`config.mk`:
```
export PLATFORM = sky130hd
export DESIGN_NAME = alu_serial_ctrl
export DESIGN_NICKNAME = d
export VERILOG_FILES = /design/src/rtl/alu_serial_ctrl.sv
export SDC_FILE = /design/constraint.sdc
export NUM_CORES = 1
export LEC_CHECK = 0
export CORE_UTILIZATION = 40
export CTS_CLUSTER_DIAMETER = 150
export DETAILED_ROUTE_END_ITERATION = 7
export HOLD_SLACK_MARGIN = 0.1
export PLACE_DENSITY = 0.76
export SLEW_MARGIN = 10
export SYNTH_ARGS = -nofsm -noshare
export SYNTH_HDL_FRONTEND = slang
export SYNTH_SLANG_ARGS = --single-unit
```
`constraint.sdc`:
```
create_clock -name clk_i -period 2.4 [get_ports clk_i]
set_input_delay 0.72 -clock clk_i [delete_from_list [all_inputs] [get_ports clk_i]]
set_output_delay 0.72 -clock clk_i [all_outputs]
set_load 0.1 [all_outputs]
```
`src/rtl/alu_serial_ctrl.sv`:
```
// alu_serial_ctrl: drives one external 1-bit ALU slice for WIDTH cycles, LSB first, to build a
// full-width AND/OR/NOR/ADD/SUB/SLT result.  Operands are captured on an accepted start, and
// the carry is fed back from slice_cout_i to slice_cin_o between cycles.  Result and flags are
// registered on entry to DONE and hold until the next operation completes.
//
// Ports:
//   clk_i, rst_i         clock, asynchronous active-low reset
//   start_i, ctrl_i      request and ALU control (accepted only when idle)
//   src1_i, src2_i       operands
//   abort_i              (only with ALU_SERIAL_ABORT_EN) cancel a running operation
//   busy_o, done_o       running / one-cycle completion pulse
//   result_o, zero_o     registered result and its zero flag
//   cout_o, overflow_o   MSB carry-out / signed overflow (ADD and SUB only)
//   slice_*_o            per-cycle controls and operand bits to the 1-bit slice
//   slice_*_i            combinational outputs of the slice
//
// Optional feature macro: ALU_SERIAL_ABORT_EN adds the abort_i port.

module alu_serial_ctrl #(
   parameter int unsigned WIDTH = 32
) (
   input  logic             clk_i,
   input  logic             rst_i,
   input  logic             start_i,
   input  logic [3:0]       ctrl_i,
   input  logic [WIDTH-1:0] src1_i,
   input  logic [WIDTH-1:0] src2_i,
`ifdef ALU_SERIAL_ABORT_EN
   input  logic             abort_i,
`endif
   output logic             busy_o,
   output logic             done_o,
   output logic [WIDTH-1:0] result_o,
   output logic             zero_o,
   output logic             cout_o,
   output logic             overflow_o,
   output logic             slice_src1_o,
   output logic             slice_src2_o,
   output logic             slice_less_o,
   output logic             slice_a_inv_o,
   output logic             slice_b_inv_o,
   output logic             slice_cin_o,
   output logic [1:0]       slice_op_o,
   input  logic             slice_result_i,
   input  logic             slice_cout_i,
   input  logic             slice_overflow_i,
   input  logic             slice_set_i
);

   localparam int unsigned     IdxW    = $clog2(WIDTH);
   localparam logic [IdxW-1:0] LastIdx = IdxW'(WIDTH - 1);

   localparam logic [3:0] CtrlAnd = 4'b0000;
   localparam logic [3:0] CtrlOr  = 4'b0001;
   localparam logic [3:0] CtrlAdd = 4'b0010;
   localparam logic [3:0] CtrlSub = 4'b0110;
   localparam logic [3:0] CtrlSlt = 4'b0111;
   localparam logic [3:0] CtrlNor = 4'b1100;

   localparam logic [1:0] StIdle   = 2'd0;
   localparam logic [1:0] StRun    = 2'd1;
   localparam logic [1:0] StSltFix = 2'd2;
   localparam logic [1:0] StDone   = 2'd3;

   logic [1:0]       state_q, state_d;
   logic [IdxW-1:0]  idx_q;
   logic             carry_q;
   logic [WIDTH-1:0] a_q, b_q;     // shifted right each RUN cycle so bit 0 is the current bit
   logic [WIDTH-1:0] acc_q;        // result bits shift in from the top, LSB first
   logic [3:0]       ctrl_q;
   logic             lt_q;
   logic [WIDTH-1:0] result_q;
   logic             zero_q, cout_q, ovf_q;

   logic             abort_req;
   logic             start_legal, start_cin;
   logic [1:0]       run_op;
   logic             run_a_inv, run_b_inv, run_arith;
   logic             last_bit;
   logic [WIDTH-1:0] acc_next;

`ifdef ALU_SERIAL_ABORT_EN
   assign abort_req = abort_i;
`else
   assign abort_req = 1'b0;
`endif

   assign last_bit = (idx_q == LastIdx);
   assign acc_next = {slice_result_i, acc_q[WIDTH-1:1]};

   // Decode of the incoming request.
   always_comb begin
      start_legal = 1'b0;
      start_cin   = 1'b0;
      case (ctrl_i)
         CtrlAnd, CtrlOr, CtrlAdd, CtrlNor: start_legal = 1'b1;
         CtrlSub, CtrlSlt: begin
            start_legal = 1'b1;
            start_cin   = 1'b1;
         end
         default: ;
      endcase
   end

   // Slice controls for the latched operation; constant across RUN.
   always_comb begin
      run_op    = 2'b00;
      run_a_inv = 1'b0;
      run_b_inv = 1'b0;
      run_arith = 1'b0;
      case (ctrl_q)
         CtrlOr: run_op = 2'b01;
         CtrlNor: begin
            run_a_inv = 1'b1;
            run_b_inv = 1'b1;
         end
         CtrlAdd: begin
            run_op    = 2'b10;
            run_arith = 1'b1;
         end
         CtrlSub: begin
            run_op    = 2'b10;
            run_b_inv = 1'b1;
            run_arith = 1'b1;
         end
         CtrlSlt: begin
            run_op    = 2'b10;
            run_b_inv = 1'b1;
         end
         default: ;
      endcase
   end

   always_comb begin
      state_d = state_q;
      case (state_q)
         StIdle: begin
            if (start_i) state_d = start_legal ? StRun : StDone;
         end
         StRun: begin
            if (abort_req)     state_d = StIdle;
            else if (last_bit) state_d = (ctrl_q == CtrlSlt) ? StSltFix : StDone;
         end
         StSltFix: state_d = abort_req ? StIdle : StDone;
         default:  state_d = StIdle;
      endcase
   end

   always_comb begin
      slice_src1_o  = 1'b0;
      slice_src2_o  = 1'b0;
      slice_less_o  = 1'b0;
      slice_a_inv_o = 1'b0;
      slice_b_inv_o = 1'b0;
      slice_cin_o   = 1'b0;
      slice_op_o    = 2'b00;
      case (state_q)
         StRun: begin
            slice_src1_o  = a_q[0];
            slice_src2_o  = b_q[0];
            slice_cin_o   = carry_q;
            slice_op_o    = run_op;
            slice_a_inv_o = run_a_inv;
            slice_b_inv_o = run_b_inv;
         end
         StSltFix: begin
            slice_op_o   = 2'b11;
            slice_less_o = lt_q;
         end
         default: ;
      endcase
   end

   assign busy_o     = (state_q == StRun) || (state_q == StSltFix);
   assign done_o     = (state_q == StDone);
   assign result_o   = result_q;
   assign zero_o     = zero_q;
   assign cout_o     = cout_q;
   assign overflow_o = ovf_q;

   always_ff @(posedge clk_i or negedge rst_i) begin
      if (!rst_i) begin
         state_q  <= StIdle;
         idx_q    <= '0;
         carry_q  <= 1'b0;
         a_q      <= '0;
         b_q      <= '0;
         acc_q    <= '0;
         ctrl_q   <= '0;
         lt_q     <= 1'b0;
         result_q <= '0;
         zero_q   <= 1'b0;
         cout_q   <= 1'b0;
         ovf_q    <= 1'b0;
      end else begin
         state_q <= state_d;
         case (state_q)
            StIdle: begin
               if (start_i && start_legal) begin
                  a_q     <= src1_i;
                  b_q     <= src2_i;
                  ctrl_q  <= ctrl_i;
                  idx_q   <= '0;
                  carry_q <= start_cin;
                  acc_q   <= '0;
               end else if (start_i) begin
                  result_q <= '0;
                  zero_q   <= 1'b1;
                  cout_q   <= 1'b0;
                  ovf_q    <= 1'b0;
               end
            end
            StRun: begin
               if (abort_req) begin
                  idx_q   <= '0;
                  carry_q <= 1'b0;
               end else begin
                  a_q     <= a_q >> 1;
                  b_q     <= b_q >> 1;
                  acc_q   <= acc_next;
                  carry_q <= slice_cout_i;
                  idx_q   <= idx_q + IdxW'(1);
                  if (last_bit) begin
                     idx_q <= '0;
                     // Signed less-than: sign of A-B corrected by overflow.
                     lt_q  <= slice_set_i ^ slice_overflow_i;
                     if (ctrl_q != CtrlSlt) begin
                        result_q <= acc_next;
                        zero_q   <= (acc_next == '0);
                        cout_q   <= run_arith & slice_cout_i;
                        ovf_q    <= run_arith & slice_overflow_i;
                     end
                  end
               end
            end
            StSltFix: begin
               if (abort_req) begin
                  idx_q   <= '0;
                  carry_q <= 1'b0;
               end else begin
                  result_q <= {{(WIDTH - 1){1'b0}}, slice_result_i};
                  zero_q   <= ~slice_result_i;
                  cout_q   <= 1'b0;
                  ovf_q    <= 1'b0;
               end
            end
            default: ;
         endcase
      end
   end

endmodule

```
==> results of run 1 <==
power groups by stage:
| stage | clock (mW) | sequential (mW) | combinational, mW |
|---|---|---|---|
| 2_1_floorplan | 0 | 3.63 | 2.98 |
| 3_3_place_gp | 0 | 3.47 | 4.47 |
| 3_5_place_dp | 0 | 3.50 | 4.57 |
| 4_1_cts | 2.97 | 3.48 | 4.67 |
| 5_1_grt | 3.08 | 3.57 | 5.20 |
| 6_report | 2.92 | 3.48 | 4.72 |
cells by family (layout without fill, tap and decap cells):
kind of cell,count (synthesis),after routing
adder cells (fa/ha/maj),6,6
flip-flops,143,143
multiplexers,65,65
AO/OA/AOI/OAI,156,156
buffers and inverters,50,189
XOR/XNOR,1,1
AND/OR/NAND/NOR,221,221
Yosys cell counts (all sizes together), types with 4 or more instances:
master / instances
a21oi: 6
and2: 6
buf: 13
clkbuf: 30
dfrtp: 143
ha: 6
inv: 7
mux2i: 62
nand2: 175
nand3: 9
nor2: 4
nor4: 7
o21ai: 134
critical path, stage by stage (launching register included):
cell,delay [ns]
dfrtp_2,0.44
ha_4,0.19
buf_6,0.12
and3b_1,0.19
a21o_4,0.22
buf_12,0.16
metal layers:
| metal | global-route usage | routed length (um) | vias up |
|---|---|---|---|
| met5 | 0 | 0 | - |
| met4 | 0.0651 | 211 | 0 |
| met3 | 0.0484 | 690 | 18 |
| met2 | 0.296 | 6420 | 111 |
| li1 | - | - | 2456 |
| met1 | 0.241 | 6450 | 2279 |
per-stage QoR:
step	power, mW	TNS (ns)	cells
after global routing	11.8	-0.411	992
after CTS	11.1	-0.145	989
after detailed placement	8.07	-12.22	954
final	11.1	-0.107	992
after global placement	7.94	-7.96	954
after floorplan	6.61	-0.860	642
what timing repair did:
item,in CTS,in global routing
hold endpoints to repair,0,0
pin swaps,2,0
setup buffers,5,3
gates resized for setup,8,5
endpoints found under the setup margin,6,21
cell type report:
class	instances	share of cell area
clock inverter	10	0.0210
multi-input combinational	449	0.301
inverter	7	0.00302
timing repair buffer	152	0.180
tap	211	0.0303
sequential	143	0.411
clock buffer	20	0.0536
flip-flops by register name, summed over array words and instances (netlist names):
signal / cells
b_q: 32
zero_o: 1
a_q: 32
cout_o: 1
result_o: 32
acc_q: 31
state_q: 2
lt_q: 1
overflow_o: 1
ctrl_q: 4
idx_q: 5
carry_q: 1
path summary, 6_finish.rpt:
kind,start,endpoint,slack (ns),cells after the start
max reg2reg,idx_q[0],result_o[17],0.16,9
min reg2reg,result_o[20],result_o[20],0.48,2
min in group clk_i,result_o[20],result_o[20],0.48,2
max,state_q[0],slice_b_inv_o,-0.06,5
max in group asynchronous,rst_i,a_q[10],1.54,2
min,rst_i,result_o[22],0.22,1
==> results.toml, run 1 <==
[sta]
hold_slack_ns = 0.215
min_period_ns = 2.46
fmax_mhz = 406
fin_crit_sh = 1.03
hold_viol = 0
setup_viol = 2
worst_slack_ns = -0.0615
maxSlewViolCount = 0
skew_ns = 0.00414
tightest_slew_ns = 0.457
max-slew-margin-rel = 0.695
rsz0062_at_grt = "yes"

[grt]
grt_util_all_layers = 0.184
grt_pass1_wl_um = 23500
antenna_found_initial = 0
gr-total-overflow = 0
grt_max_degree = 71
grt_pass1_vias = 4846

[floorplan]
die_height_um = 128
die_x_um = 128
initial_core_util = 0.413
die-area_sq_um = 16300
ioPinCount = 120
row_count = 45
core_area_sq_um = 15300

[yosys]
synth_edf_count = 0
avgSynthCellArea_sq_um = 9.84
synth_top_family_by_area = "simple AND/OR/NAND/NOR gates"
yosys_warnings = 0
async_reset_ff_frac = 1.00
ys_seq_area_frac = 0.566
synthMuxAreaShare = 0.104
synthSimpleGateAreaFrac = 0.150
synthAdderAreaFrac = 0.0119
syn_inst = 642
yosysTopAreaCellShare = 0.566
syn_area_sq_um = 6320
syn_nets = 723
ys_ff_latch = 143
synth_xor_area_frac = 0.00139
yosysTopAreaCell = "dfrtp_1"
synth_compound_area_frac = 0.134
ys_types = 42
synth-main-ff-cell = "dfrtp_1"
synth_area_leaders = "dfrtp_1, o21ai_0, nand2_1"

[cells_and_area]
seqCellArea_sq_um = 3580
multi_input_area_sq_um = 2630
utilization = 0.569
drive_gt1_frac = 0.169
nets = 851
layout_common_cells = "nand2_1, dfrtp_1, o21ai_0"
final_area_sq_um = 8710
fillers = 1356
layout_commonest_cell = "nand2_1"
areaGrowthSynthToFinish_pct = 37.9
diodes = 0

[pwr]
power_frac_comb = 0.425
p_switching_mw = 4.28
p_per_area_nw_per_um2 = 1280
power.internal_mw = 6.84
clkPwrFrac = 0.262
switching_share = 0.385
seq_power_share = 0.313
ir_worst_vdd_v = 0.000740
p_leak_nw = 3.91

[routing]
avgViaCountPerCell = 4.90
num_vias = 4864
post_drt_wl_per_cell_um = 13.9
drt_iter0_drc = 177
drtPass1Iterations = 4
remaining_drc_errors = 0
postRouteAntennaNets = 0
wirelength_um = 13800

[cts]
clockRootBuffer = "clkbuf_16"
clk_path_buf_depth = 2
worstSkewPairLatency_ns = 0.41
hold_buffers = 0
clock_sinks = 143
htreeDepth = 4
cts_tree = "yes"
clk_pin_slew_ns = 0.06
numCtsBuffers = 17

[placement]
place.gp.congestion = 0.779
dp_hpwl_um = 9670
post-place-ws_ns = -0.169
io_buffers = 119
postPlaceCellArea_sq_um = 7950

[worst_setup_path]
start_kind = "flop"
cp.arrival_ns = 1.74
crit_required_ns = 1.68
worstSetupEndpointType = "primary output"
crit_type = "reg -> out"
path_max_fanout = 4

[min_path]
hp-class = "in -> async"

[status]
violations = "negative setup slack"
status = "finished with violations"

[run]
maxCapViolations = 0
No activity file was read; power rests on OpenSTA's default activity.
==> inputs of run 2 (changes only) <==
--- a/config.mk
+++ b/config.mk
@@ -5,11 +5,13 @@
 export SDC_FILE = /design/constraint.sdc
 export NUM_CORES = 1
 export LEC_CHECK = 0
-export CORE_UTILIZATION = 40
+export CELL_PAD_IN_SITES_DETAIL_PLACEMENT = 0
+export CELL_PAD_IN_SITES_GLOBAL_PLACEMENT = 1
+export CORE_UTILIZATION = 36
 export CTS_CLUSTER_DIAMETER = 150
 export DETAILED_ROUTE_END_ITERATION = 7
 export HOLD_SLACK_MARGIN = 0.1
-export PLACE_DENSITY = 0.76
+export PLACE_DENSITY = 0.85
 export SLEW_MARGIN = 10
 export SYNTH_ARGS = -nofsm -noshare
 export SYNTH_HDL_FRONTEND = slang
==> run 2 against run 1 <==
Effect of this change: the run still ends with negative setup slack left; sequential power is essentially flat; global-route usage shrank 1.7 points; via count shrank 0.70%; clock skew grew 0.0069 ns; cell area grew 0.14%; worst hold slack gained 0.042 ns; sequential share of layout area shrank 0.059 points; core utilization shrank 6.3 points; die area grew 11%; total power shrank 1.9%; highest routed layer unchanged.
==> results.toml, run 2 (synthesis results as in run 1) <==
[grt]
grt_max_degree = 67
grt_util_all_layers = 0.167
grt_pass1_vias = 4791
gr-total-overflow = 0
antenna_found_initial = 0
grt_pass1_wl_um = 23700

[routing]
postRouteAntennaNets = 0
num_vias = 4830
wl_met3_um = 669
drt_iter0_drc = 207
highest_layer = "met4"
wirelength_um = 13900
avgViaCountPerCell = 4.77
wl_met2_um = 6520
wl_met1_um = 6580
remaining_drc_errors = 0
drtPass1Iterations = 6
post_drt_wl_per_cell_um = 13.7

[sta]
hold_viol = 0
setup_viol = 2
min_period_ns = 2.42
max-slew-margin-rel = 0.614
worst_slack_ns = -0.0206
fmax_mhz = 413
setup_tns_ns = -0.0298
fin_crit_sh = 1.01
rsz0062_at_grt = "yes"
skew_ns = 0.0111
tightest_slew_ns = 0.579
maxSlewViolCount = 0

[worst_setup_path]
crit_chain = "inv_2 -> ha_4 -> nand2b_4 -> nor4b_2 -> o21a_2 -> buf_12"
cp_slowest_cell = "dfrtp_1"
crit_type = "reg -> out"
path_max_fanout = 6
worstSetupEndpointType = "primary output"
start_kind = "flop"
cp.arrival_ns = 1.70
path_buf_inv = 2
slowest_delay_ns = 0.39
cp_top_family = "flip-flops"
crit_required_ns = 1.68

[floorplan]
ioPinCount = 120
initial_core_util = 0.367
core_area_sq_um = 17200
die-area_sq_um = 18100
die_height_um = 134
row_count = 48
die_x_um = 134

[pwr]
ir_worst_vdd_v = 0.000938
clkPwrFrac = 0.246
seq_power_share = 0.316
power.internal_mw = 6.64
p_switching_mw = 4.27
p_total_mw = 10.9
p_per_area_nw_per_um2 = 1250
power_frac_comb = 0.438
p_leak_nw = 3.89
switching_share = 0.391

[cells_and_area]
drive_gt1_frac = 0.176
layout_commonest_cell = "nand2_1"
areaGrowthSynthToFinish_pct = 38.1
utilization = 0.506
diodes = 0
layout_common_cells = "nand2_1, dfrtp_1, o21ai_0"
nets = 857

[cts]
numCtsBuffers = 17
htreeDepth = 4
hold_buffers = 0
clock_sinks = 143
clk_path_buf_depth = 2
worstSkewPairLatency_ns = 0.42
clk_pin_slew_ns = 0.06
clockRootBuffer = "clkbuf_16"
cts_tree = "yes"

[placement]
io_buffers = 119
post-place-ws_ns = -0.206
place.gp.congestion = 0.756
dp_hpwl_um = 9790

[min_path]
hp-class = "in -> async"

[run]
maxCapViolations = 0

[status]
status = "finished with violations"
violations = "negative setup slack"
run 2: timing repair:
action | in CTS | in global routing
setup endpoints to repair | 8 | 38
resized for setup | 8 | 8
buffers inserted | 3 | 6
pin swaps | 1 | 1
gates cloned | 0 | 0
run 2: worst register-to-register path, cell delays in order, from the launching register on:
cell and delay (ns):
dfrtp_1 0.40, ha_2 0.22, and3_1 0.17, ha_2 0.21
nand2b_4 0.14, o21ai_1 0.08, a2111o_2 0.49, buf_12 0.19
nand2_1 0.13, o21ai_0 0.08
run 2: area by class of cell:
cell class	count	area [sq um]
Clock buffer	19	443
Tap cell	225	282
Sequential cell	143	3580
Inverter	7	26.3
Clock inverter	12	160
Fill cell	1596	8510
Timing Repair Buffer	158	1600
Multi-Input combinational cell	449	2630
run 2: stage by stage:
step           instances  area (sq um)  hold slack, ns
6_report            1013          8730           0.257
5_1_grt             1013          8730           0.292
4_1_cts             1007          8630           0.273
3_5_place_dp         973          7980           0.470
3_3_place_gp         973          7980           0.460
2_1_floorplan        642          6370           0.424
run 2: final timing paths:
kind,start,end,slack (ns),cells past startpoint
max,state_q[1],slice_op_o[0],-0.02,6
max in group asynchronous,rst_i,b_q[3],1.46,2
min in group clk_i,b_q[24],b_q[24],0.48,2
min reg2reg,b_q[24],b_q[24],0.48,2
max reg2reg,idx_q[0],result_o[7],0.17,9
min,rst_i,overflow_o,0.26,1
run 2: power by group through the flow:
stage          Combinational, mW  Clock [mW]  Sequential [mW]
2_1_floorplan               2.98           0             3.63
3_3_place_gp                4.50           0             3.47
3_5_place_dp                4.57           0             3.49
4_1_cts                     4.69        2.75             3.45
5_1_grt                     5.26        2.85             3.54
6_report                    4.78        2.68             3.45
run 2: metal layers:
layer | up-vias | global-route usage
li1 | 2472 | -
met1 | 2251 | 0.217
met2 | 96 | 0.265
met3 | 11 | 0.0503
met4 | 0 | 0.0581
met5 | - | 0
==> inputs of run 3 (changes only) <==
--- a/config.mk
+++ b/config.mk
@@ -11,6 +11,7 @@
 export CTS_CLUSTER_DIAMETER = 150
 export DETAILED_ROUTE_END_ITERATION = 7
 export HOLD_SLACK_MARGIN = 0.1
+export MAX_ROUTING_LAYER = met4
 export PLACE_DENSITY = 0.85
 export SLEW_MARGIN = 10
 export SYNTH_ARGS = -nofsm -noshare
==> run 3 against run 2 <==
Effect of this change: the run still ends with negative setup slack left; worst hold slack barely moved; via count barely moved; critical path depth did not move; wire length fell by 0.27%; non-clock buffer count did not move; setup slack got worse by 0.0021 ns; clock skew barely moved; largest cell class unchanged; largest power group unchanged; highest routed layer unchanged.
==> results.toml, run 3 (synthesis results as in run 1) <==
[routing]
drt_iter0_drc = 220
drtPass1Iterations = 6
num_vias = 4833
postRouteAntennaNets = 0
wirelength_um = 13900
remaining_drc_errors = 0
post_drt_wl_per_cell_um = 13.7
avgViaCountPerCell = 4.77

[grt]
gr-total-overflow = 0
grt_util_all_layers = 0.172
grt_pass1_vias = 4796
antenna_found_initial = 0
grt_pass1_wl_um = 23700
grt_max_degree = 67

[floorplan]
row_count = 48
die_x_um = 134
initial_core_util = 0.367
ioPinCount = 120
die-area_sq_um = 18100
core_area_sq_um = 17200
die_height_um = 134

[placement]
io_buffers = 119
dp_hpwl_um = 9790
post-place-ws_ns = -0.206
place.gp.congestion = 0.766

[sta]
tightest_slew_ns = 0.582
setup_tns_ns = -0.0324
max-slew-margin-rel = 0.612
min_period_ns = 2.42
maxSlewViolCount = 0
skew_ns = 0.0109
setup_viol = 2
worst_slack_ns = -0.0227
fin_crit_sh = 1.01
hold_viol = 0
rsz0062_at_grt = "yes"
fmax_mhz = 413

[cells_and_area]
utilization = 0.506
areaGrowthSynthToFinish_pct = 38.1
drive_gt1_frac = 0.176
fillers = 1596
layout_commonest_cell = "nand2_1"
layout_common_cells = "nand2_1, dfrtp_1, o21ai_0"
diodes = 0
nets = 857

[worst_setup_path]
crit_required_ns = 1.68
cp_top_family = "flip-flops"
reg2reg_slack_ns = 0.18
cp_slowest_cell = "dfrtp_1"
start_kind = "flop"
worstSetupEndpointType = "primary output"
reg2reg_depth = 9
slowest_delay_ns = 0.39
path_max_fanout = 6
r2r-end = "result_o[7]"
r2r_start = "idx_q[0]"
path_buf_inv = 2
cp.arrival_ns = 1.70
crit_type = "reg -> out"
crit_chain = "inv_2 -> ha_4 -> nand2b_4 -> nor4b_2 -> o21a_2 -> buf_12"

[status]
status = "finished with violations"
violations = "negative setup slack"

[cts]
clockRootBuffer = "clkbuf_16"
worstSkewPairLatency_ns = 0.42
clk_pin_slew_ns = 0.06
numCtsBuffers = 17
htreeDepth = 4
clock_sinks = 143
hold_buffers = 0
cts_tree = "yes"
clk_path_buf_depth = 2

[pwr]
p_leak_nw = 3.89
p_per_area_nw_per_um2 = 1250
ir_worst_vdd_v = 0.000938

[min_path]
hp-class = "in -> async"

[run]
maxCapViolations = 0
[run 3: cell counts in the layout (fill, tap and decap cells not counted)]
No cell type changed its count.
[run 3: cell type report]
cell class | instances | area, sq um | share of cell area
repair buffers | 158 | 1600 | 0.184
clock buffers | 19 | 443 | 0.0508
clock inverters | 12 | 160 | 0.0184
multi-input cells | 449 | 2630 | 0.302
well taps | 225 | 282 | 0.0323
inverters | 7 | 26.3 | 0.00301
flip-flops and latches | 143 | 3580 | 0.410
[run 3: timing repair]
action                                  4_1_cts  5_1_grt
gates cloned                                  0        0
pin swaps                                     1        1
endpoints found under the setup margin        8       38
setup buffers                                 3        6
gates resized for setup                       8        8
[run 3: per-stage QoR]
stage               hold slack [ns]  cell area (sq um)  instances  power [mW]
floorplan                     0.424               6370        642        6.61
global placement              0.460               7980        973        7.98
detailed placement            0.470               7980        973        8.06
CTS                           0.273               8630       1007        10.9
global route                  0.294               8730       1013        11.6
finish                        0.258               8730       1013        10.9
[run 3: routing by layer]
| metal | GRT usage | share of wire | vias up |
|---|---|---|---|
| li1 | - | - | 2474 |
| met2 | 0.265 | 0.48 | 93 |
| met3 | 0.0465 | 0.044 | 11 |
| met5 | - | 0 | - |
| met4 | 0.0581 | 0.010 | 0 |
| met1 | 0.219 | 0.47 | 2255 |
[run 3: worst reg2reg max path, stage by stage (launching register included)]
cell and delay (ns):
dfrtp_1 0.40, ha_2 0.22, and3_1 0.17, ha_2 0.21, nand2b_4 0.14, o21ai_1 0.08
a2111o_2 0.49, buf_12 0.19, nand2_1 0.13, o21ai_0 0.08
[run 3: worst max path at each step]
stage          slack, ns  depth (start not counted)             to       start
2_1_floorplan      -0.31                          6  slice_b_inv_o  state_q[1]
3_3_place_gp       -0.18                          7       idx_q[3]   ctrl_i[2]
3_5_place_dp       -0.21                          9      acc_q[17]   ctrl_i[1]
4_1_cts            -0.08                          6  slice_op_o[0]  state_q[1]
5_1_grt            -0.10                          6  slice_op_o[0]  state_q[1]
6_report           -0.02                          6  slice_op_o[0]  state_q[1]
[run 3: power breakdown]
part | switching, mW | internal, mW | total [mW]
Sequential | 0.387 | 3.06 | 3.45
Combinational | 2.86 | 1.92 | 4.77
Clock | 1.01 | 1.66 | 2.67
Total | 4.25 | 6.64 | 10.9
